$ cat src/rtl/shift_op_sequencer.sv
// Multi-op shift unit: sequences one or two passes through a single 8-bit
// combinational barrel shifter to provide SLL, SRL, ROL and SRA.

module Barrel_Shifter (
  input  logic [7:0] data,
  input  logic [2:0] shift,
  input  logic       LR,
  output logic [7:0] out
);
  // LR=0 shifts left, LR=1 shifts right; both fill with zeros.
  assign out = LR ? (data >> shift) : (data << shift);
endmodule

module shift_op_sequencer (
  input  logic       clk,
  input  logic       rst,
  input  logic       start_valid,
  output logic       start_ready,
  input  logic [1:0] op,
  input  logic [7:0] din,
  input  logic [2:0] amt,
  output logic [7:0] dout,
  output logic       dout_valid,
  input  logic       dout_ready,
  output logic       busy,
  output logic [7:0] ops_done
);

  typedef enum logic [1:0] {IDLE, PASS1, PASS2, DONE} state_t;

  localparam logic [1:0] OP_SLL = 2'b00;
  localparam logic [1:0] OP_SRL = 2'b01;
  localparam logic [1:0] OP_ROL = 2'b10;
  localparam logic [1:0] OP_SRA = 2'b11;

  state_t      state_q, state_d;
  logic [1:0]  op_q, op_d;
  logic [7:0]  din_q, din_d;
  logic [2:0]  amt_q, amt_d;
  logic [7:0]  acc_q, acc_d;
  logic [7:0]  dout_q, dout_d;
  logic        dout_valid_q, dout_valid_d;
  logic [7:0]  ops_done_q, ops_done_d;

  logic [7:0]  sh_data;
  logic [2:0]  sh_amt;
  logic        sh_lr;
  logic [7:0]  sh_out;

  Barrel_Shifter u_shifter (
    .data  (sh_data),
    .shift (sh_amt),
    .LR    (sh_lr),
    .out   (sh_out)
  );

  assign start_ready = (state_q == IDLE) && !rst;
  assign busy        = (state_q != IDLE);
  assign dout        = dout_q;
  assign dout_valid  = dout_valid_q;
  assign ops_done    = ops_done_q;

  // NOTE: every signal gets a default before the case so no path leaves a latch.
  always_comb begin
    state_d      = state_q;
    op_d         = op_q;
    din_d        = din_q;
    amt_d        = amt_q;
    acc_d        = acc_q;
    dout_d       = dout_q;
    dout_valid_d = dout_valid_q;
    ops_done_d   = ops_done_q;
    sh_data      = din_q;
    sh_amt       = amt_q;
    sh_lr        = 1'b0;

    unique case (state_q)
      IDLE: begin
        if (start_valid && start_ready) begin
          op_d    = op;
          din_d   = din;
          amt_d   = amt;
          state_d = PASS1;
        end
      end

      PASS1: begin
        sh_lr = (op_q == OP_SRL) || (op_q == OP_SRA);
        acc_d = sh_out;
        if ((op_q == OP_SLL) || (op_q == OP_SRL)) begin
          state_d = DONE;
        end else if (amt_q == 3'd0) begin
          acc_d   = din_q;
          state_d = DONE;
        end else begin
          state_d = PASS2;
        end
      end

      PASS2: begin
        sh_lr = 1'b1;
        if (op_q == OP_ROL) begin
          // 8-amt wraps into 3 bits correctly since amt is nonzero here.
          sh_amt = 3'd0 - amt_q;
          acc_d  = acc_q | sh_out;
        end else begin
          sh_data = 8'hFF;
          acc_d   = acc_q | (din_q[7] ? ~sh_out : 8'h00);
        end
        state_d = DONE;
      end

      DONE: begin
        if (!dout_valid_q) begin
          dout_d       = acc_q;
          dout_valid_d = 1'b1;
        end else if (dout_ready) begin
          dout_valid_d = 1'b0;
          ops_done_d   = ops_done_q + 8'd1;
          state_d      = IDLE;
        end
      end

      default: state_d = IDLE;
    endcase
  end

  // NOTE: state uses non-blocking assignments so every flop samples pre-edge values.
  always_ff @(posedge clk or posedge rst) begin
    if (rst) begin
      state_q      <= IDLE;
      op_q         <= 2'b00;
      din_q        <= 8'h00;
      amt_q        <= 3'd0;
      acc_q        <= 8'h00;
      dout_q       <= 8'h00;
      dout_valid_q <= 1'b0;
      ops_done_q   <= 8'h00;
    end else begin
      state_q      <= state_d;
      op_q         <= op_d;
      din_q        <= din_d;
      amt_q        <= amt_d;
      acc_q        <= acc_d;
      dout_q       <= dout_d;
      dout_valid_q <= dout_valid_d;
      ops_done_q   <= ops_done_d;
    end
  end

endmodule

$ cat config.mk
export PLATFORM = sky130hd
export DESIGN_NAME = shift_op_sequencer
export DESIGN_NICKNAME = d
export VERILOG_FILES = /design/src/rtl/shift_op_sequencer.sv
export SDC_FILE = /design/constraint.sdc
export NUM_CORES = 1
export LEC_CHECK = 0
export CORE_ASPECT_RATIO = 1.75
export CORE_MARGIN = 10
export CORE_UTILIZATION = 23
export CTS_CLUSTER_SIZE = 8
export DETAILED_ROUTE_END_ITERATION = 12
export GPL_TIMING_DRIVEN = 1
export PLACE_DENSITY = 0.5
export SYNTH_ARGS = -nofsm -noshare
export SYNTH_HDL_FRONTEND = slang
export SYNTH_SLANG_ARGS = --single-unit
$ cat constraint.sdc
create_clock -name clk -period 2.7 [get_ports clk]
set_input_delay 0.81 -clock clk [delete_from_list [all_inputs] [get_ports clk]]
set_output_delay 0.81 -clock clk [all_outputs]
set_load 0.1 [all_outputs]
Yosys cells after proc, flatten, opt, wreduce, memory -nomap -nowiden
Cells that the tools add are included.
Word-level totals
  ROM bits: 0
  bits in writable memories: 0
  memories: 0
  bits in registers: 40
  word-level logic and storage cells: 58
  bits in latches: 0
Operators by class
  mux-type cells: 19
  multiply operators: 0
  $lt $le $gt $ge: 0
  equality and inequality tests: 9
  add/subtract/negate cells: 2
  divide/modulo/power cells: 0
  reduce and logical (&&, ||, !) cells: 14
  shift operators: 2
  bitwise operators: 4
Operators by type and width (count)
  8-bit 2-to-1 mux: 7
  8-bit OR: 2
  8-bit case mux with 2 select lines: 1
  8-bit by 1-bit adder with 8-bit output, second input constant: 1
  2-bit == test, second input constant: 4
  8-bit inverter: 1
  2-bit case mux with 4 select lines: 1
  8-bit by 3-bit left shift with 8-bit output: 1
  8-bit by 3-bit right shift with 8-bit output: 1
  2-bit 2-to-1 mux: 3
  3-bit 2-to-1 mux: 2
  3-bit AND reduction: 2
  2-bit by 1-bit == test with 1-bit output, second input constant: 2
  2-bit logical NOT: 2
  1-bit 2-to-1 mux: 4
  2-bit inequality test, second input constant: 2
  2-bit AND reduction: 2
  2-bit nonzero test: 2
  3-bit logical NOT: 1
  1-bit by 3-bit subtractor with 3-bit output, first input constant: 1
  1-bit logical AND: 2
  1-bit logical OR: 2
  2-bit by 1-bit inequality test with 1-bit output, second input constant: 1
  1-bit case mux with 2 select lines: 1
  other kinds (2): 2

Logic depth before layout (Yosys ltp)
  depth in word-level cells: 10
  mapped depth: 11
  depth with buffers taken out: 9

Cells and area by module
From an unflattened synthesis, not the netlist that was laid out.
Unflattened totals
  cells, all modules: 275
  area, all modules: 2722.6 um^2
Modules (own cells, without submodules)
  shift_op_sequencer: instances 1, sequential area each 1001.0 um^2, area an instance 2162.1 um^2, cells an instance 202
  Barrel_Shifter: instances 1, sequential area each 0.0 um^2, area an instance 560.5 um^2, cells an instance 73

Worst setup path after synthesis
No wires, ideal clock.
  path type: register -> register
  start point: reg state_q[0]
  end point: reg amt_q[0]
  data arrival time: 3435 ps
  cell stages (with the launch flop): 8
  path slack: -859 ps
  required time: 2575 ps
  library setup time: 125 ps
  cells stage by stage: dfrtp_1 inv_1 ha_1 inv_1 nor2_1 nand2_1 buf_1 mux2_2
Between the ends
  longest elaborated chain between the ends: 4
RTL lines
  start, declared: RTL line 36  | state_t state_q, state_d;
  start signal, assigned: RTL line 140  | state_q <= state_d;
  2-bit logical NOT: RTL line 57  | assign start_ready = (state_q == IDLE) && !rst;
  1-bit logical AND: RTL line 57
  via start_ready: RTL line 18  | output logic start_ready,
  1-bit logical AND: RTL line 79  | if (start_valid && start_ready) begin
  2-bit AND reduction (no line)
  end signal, assigned: RTL line 143  | amt_q <= amt_d;
  end, declared: RTL line 39  | logic [2:0] amt_q, amt_d;
The timed path passes the listed nets, and every way through them passes these cells.
A chain may end at the register's enable or synchronous reset.

Final worst setup path
  start point: reg state_q[0]
  end point: reg acc_q[4]
Between the ends
  longest elaborated chain between the ends: 9
  elaborated cells between the ends (all ways): 17
RTL lines
  2-bit == test: RTL line 77  | unique case (state_q)
  8-bit 2-to-1 mux / 3-bit 2-to-1 mux (equally long branches): RTL line 77
  8-bit by 3-bit left shift with 8-bit output / 8-bit by 3-bit right shift with 8-bit output (equally long branches): RTL line 11  | assign out = LR ? (data >> shift) : (data << shift);
  8-bit 2-to-1 mux: RTL line 11
  8-bit inverter: RTL line 108  | acc_d = acc_q | (din_q[7] ? ~sh_out : 8'h00);
  8-bit 2-to-1 mux: RTL line 108
  8-bit OR: RTL line 108
  8-bit 2-to-1 mux: RTL line 102  | if (op_q == OP_ROL) begin
  8-bit case mux with 2 select lines: RTL line 77
  end signal, assigned: RTL line 135  | acc_q <= 8'h00;
  end signal, assigned: RTL line 144  | acc_q <= acc_d;
  end, declared: RTL line 40  | logic [7:0] acc_q, acc_d;
Parallel ways exist; a longest one is shown, timed or not.

==> results.py <==
metrics = {
    "outcome": {
        "status": "finished clean",
    },
    "sta": {
        "rsz0062_at_grt": "no",
        "fin_setup_tns_ns": 0,
        "worst_slew_pin_slew_ns": 0.554,
        "hold_viol": 0,
        "layout_min_cycle_time_ns": 2.52,
        "relSlewSlack": 0.630,
        "fmax_mhz": 397,
        "setup_viol": 0,
        "skew_ns": 0.00462,
        "finalCritPeriodShare": 0.933,
        "drv_slew": 0,
    },
    "setup_path": {
        "crit_fanout": 11,
        "crit_top_cell": "buf_4",
        "cp_data_arrival_time_ns": 2.72,
        "crit_buf_inv": 3,
        "crit_required_ns": 2.90,
        "cp_slowest_stage_delay_ns": 0.41,
        "path_cells": "inv_1, ha_1, buf_4, a221oi_1, buf_4, nor2_1, nor3_1, o31ai_1, a211oi_2",
        "cp_top_family": "compound AO/OA/AOI/OAI gates",
        "start_kind": "flip-flop",
        "cp_slowest_cell": "a221oi_1",
        "crit_path_end_kind": "flip-flop",
        "reg2reg_from": "state_q[0]",
        "path_class": "reg2reg",
        "setup.worst_path.start": "state_q[0]",
    },
    "logic_synthesis": {
        "synthFlopType": "dfrtp_1",
        "ys_seq_elements": 40,
        "synth_edf_count": 0,
        "synth.cell_area_sq_mm": 0.00263,
        "ys_types": 59,
        "yosysMostFrequentCell": "dfrtp_1",
        "syn-num-nets": 288,
        "yosysWarnings": 0,
        "synth_area_leaders": "dfrtp_1, mux2_2, ha_1, nand2_1, nor2_1",
        "yosys.area.top_type": "dfrtp_1",
        "ys_seq_area_frac": 0.381,
        "synthArstFlopShare": 1.00,
        "synth_top_cell_area_share": 0.381,
        "synthCells": 263,
        "synth_commonest_cells": "dfrtp_1, mux2_2, nand2_1",
        "synth.avg_cell_area_sq_um": 10.0,
    },
    "floorplanning": {
        "io_pins": 36,
        "fp.dieH_microns": 161,
        "die_area_sq_mm": 0.0163,
        "rows": 51,
        "die_w_microns": 101,
        "initial_core_util": 0.235,
        "coreArea_sq_mm": 0.0112,
    },
    "flow_run": {
        "maxCapViolCount": 0,
    },
    "clocking": {
        "clockBufferDepth": 2,
        "cts_buffers": 5,
        "ctsResizeCount": 0,
        "root_buffer": "clkbuf_16",
        "clk_pin_slew_ns": 0.06,
        "clk_latency_ns": 0.29,
        "cts_tree": "yes",
        "htree_levels": 2,
        "postCtsSetupBuffers": 0,
        "cts.sinks": 40,
        "holdBufCountCts": 0,
    },
    "detailed_routing": {
        "vias": 2240,
        "wire_per_inst_microns": 17.9,
        "totalWireLength_mm": 7.84,
        "vias_per_cell": 5.10,
        "drt_iter0_drc": 163,
        "ant_nets": 0,
        "drc": 0,
        "drt-pass1-iter-count": 4,
    },
    "global_routing": {
        "grt_pass1_vias": 2325,
        "grt_pass1_wl_mm": 12.6,
        "gr-total-overflow": 0,
        "grt_start_max_net_pins": 41,
        "antenna_found_initial": 0,
        "grt_util_all_layers": 0.0982,
    },
    "finish": {
        "drive_gt1_frac": 0.257,
        "area_growth_pct": 25.4,
        "diodes": 0,
        "nFillCells": 1152,
        "final_net_count": 331,
    },
    "placement": {
        "place_congestion": 0.932,
        "dp_hpwl_mm": 6.12,
        "port_buffers": 35,
    },
    "min_path": {
        "worstHoldStart": "ops_done[7]",
        "hp-class": "reg2reg",
    },
}
layer usage:
| metal | vias to the layer above | track usage | wire [microns] |
|---|---|---|---|
| li1 | 1079 | - | - |
| met2 | 64 | 0.180 | 4340 |
| met3 | 19 | 0.0201 | 352 |
| met4 | 0 | 0.0697 | 403 |
| met1 | 1078 | 0.0924 | 2750 |
| met5 | - | 0 | 0 |
stage by stage:
| step | util | area, sq um | hold slack [ns] | instances | setup WS (ns) |
|---|---|---|---|---|---|
| after floorplan | - | 2640 | 0.475 | 263 | 0.00105 |
| after global placement | 0.282 | 3150 | 0.466 | 431 | 0.306 |
| after detailed placement | 0.282 | 3150 | 0.467 | 431 | 0.259 |
| after CTS | 0.295 | 3300 | 0.480 | 439 | 0.224 |
| after global routing | 0.295 | 3300 | 0.486 | 439 | 0.0218 |
| final | 0.295 | 3300 | 0.480 | 439 | 0.180 |
sequential cells by signal (all words and copies together), names as in the netlist:
signal and flops:
acc_q 8, din_q 8, dout 8, ops_done 8, amt_q 3, op_q 2
state_q 2, dout_valid 1
path summary, 6_finish.rpt:
kind | to | slack [ns] | depth (start not counted)
hold reg to reg | ops_done[7] | 0.48 | 1
setup / recovery | acc_q[4] | 0.18 | 9
max in group asynchronous | dout[0] | 1.26 | 3
min in group asynchronous | din_q[7] | 1.05 | 3
setup reg to reg | acc_q[4] | 0.18 | 9
hold / removal | ops_done[7] | 0.48 | 1
worst register-to-register path: stages, from the launching register on:
cell and delay [ns]:
dfrtp_1 0.39, inv_1 0.11, ha_1 0.30, buf_4 0.21
a221oi_1 0.41, buf_4 0.20, nor2_1 0.05, nor3_1 0.41
o31ai_1 0.17, a211oi_2 0.19
cell type report:
class	count	area, sq um	area share
multi-input cells	201	1510	0.458
well taps	132	165	0.0501
clock inverters	2	10.0	0.00304
clock buffers	6	139	0.0421
repair buffers	50	440	0.134
inverters	8	30.0	0.00911
flip-flops and latches	40	1000	0.304
cells in the final DEF (no fill, tap or decap), types with 6 or more instances in the layout:
master,n
a21oi_1,14
a221oi_1,8
buf_4,32
clkdlybuf4s50_1,16
dfrtp_1,40
ha_1,8
inv_1,8
mux2_2,23
nand2_1,22
nand3_1,8
nor2_1,19
nor2b_1,6
nor3_1,8
o21ai_0,6
logic make-up (layout without fill, tap and decap cells):
kind of cell	Yosys count	in the layout	synth area share
xor gates and xnor gates	7	7	0.0233
muxes	29	29	0.128
and+or+nand+nor	83	83	0.161
adders and majority gates	8	8	0.0381
buffers and inverters	22	66	0.0471
DFF	40	40	0.381
AOI/OAI and AO/OA	74	74	0.222
Power is not shown: default switching activity piles up to over one toggle a cycle in this logic, so the estimate is an artifact.
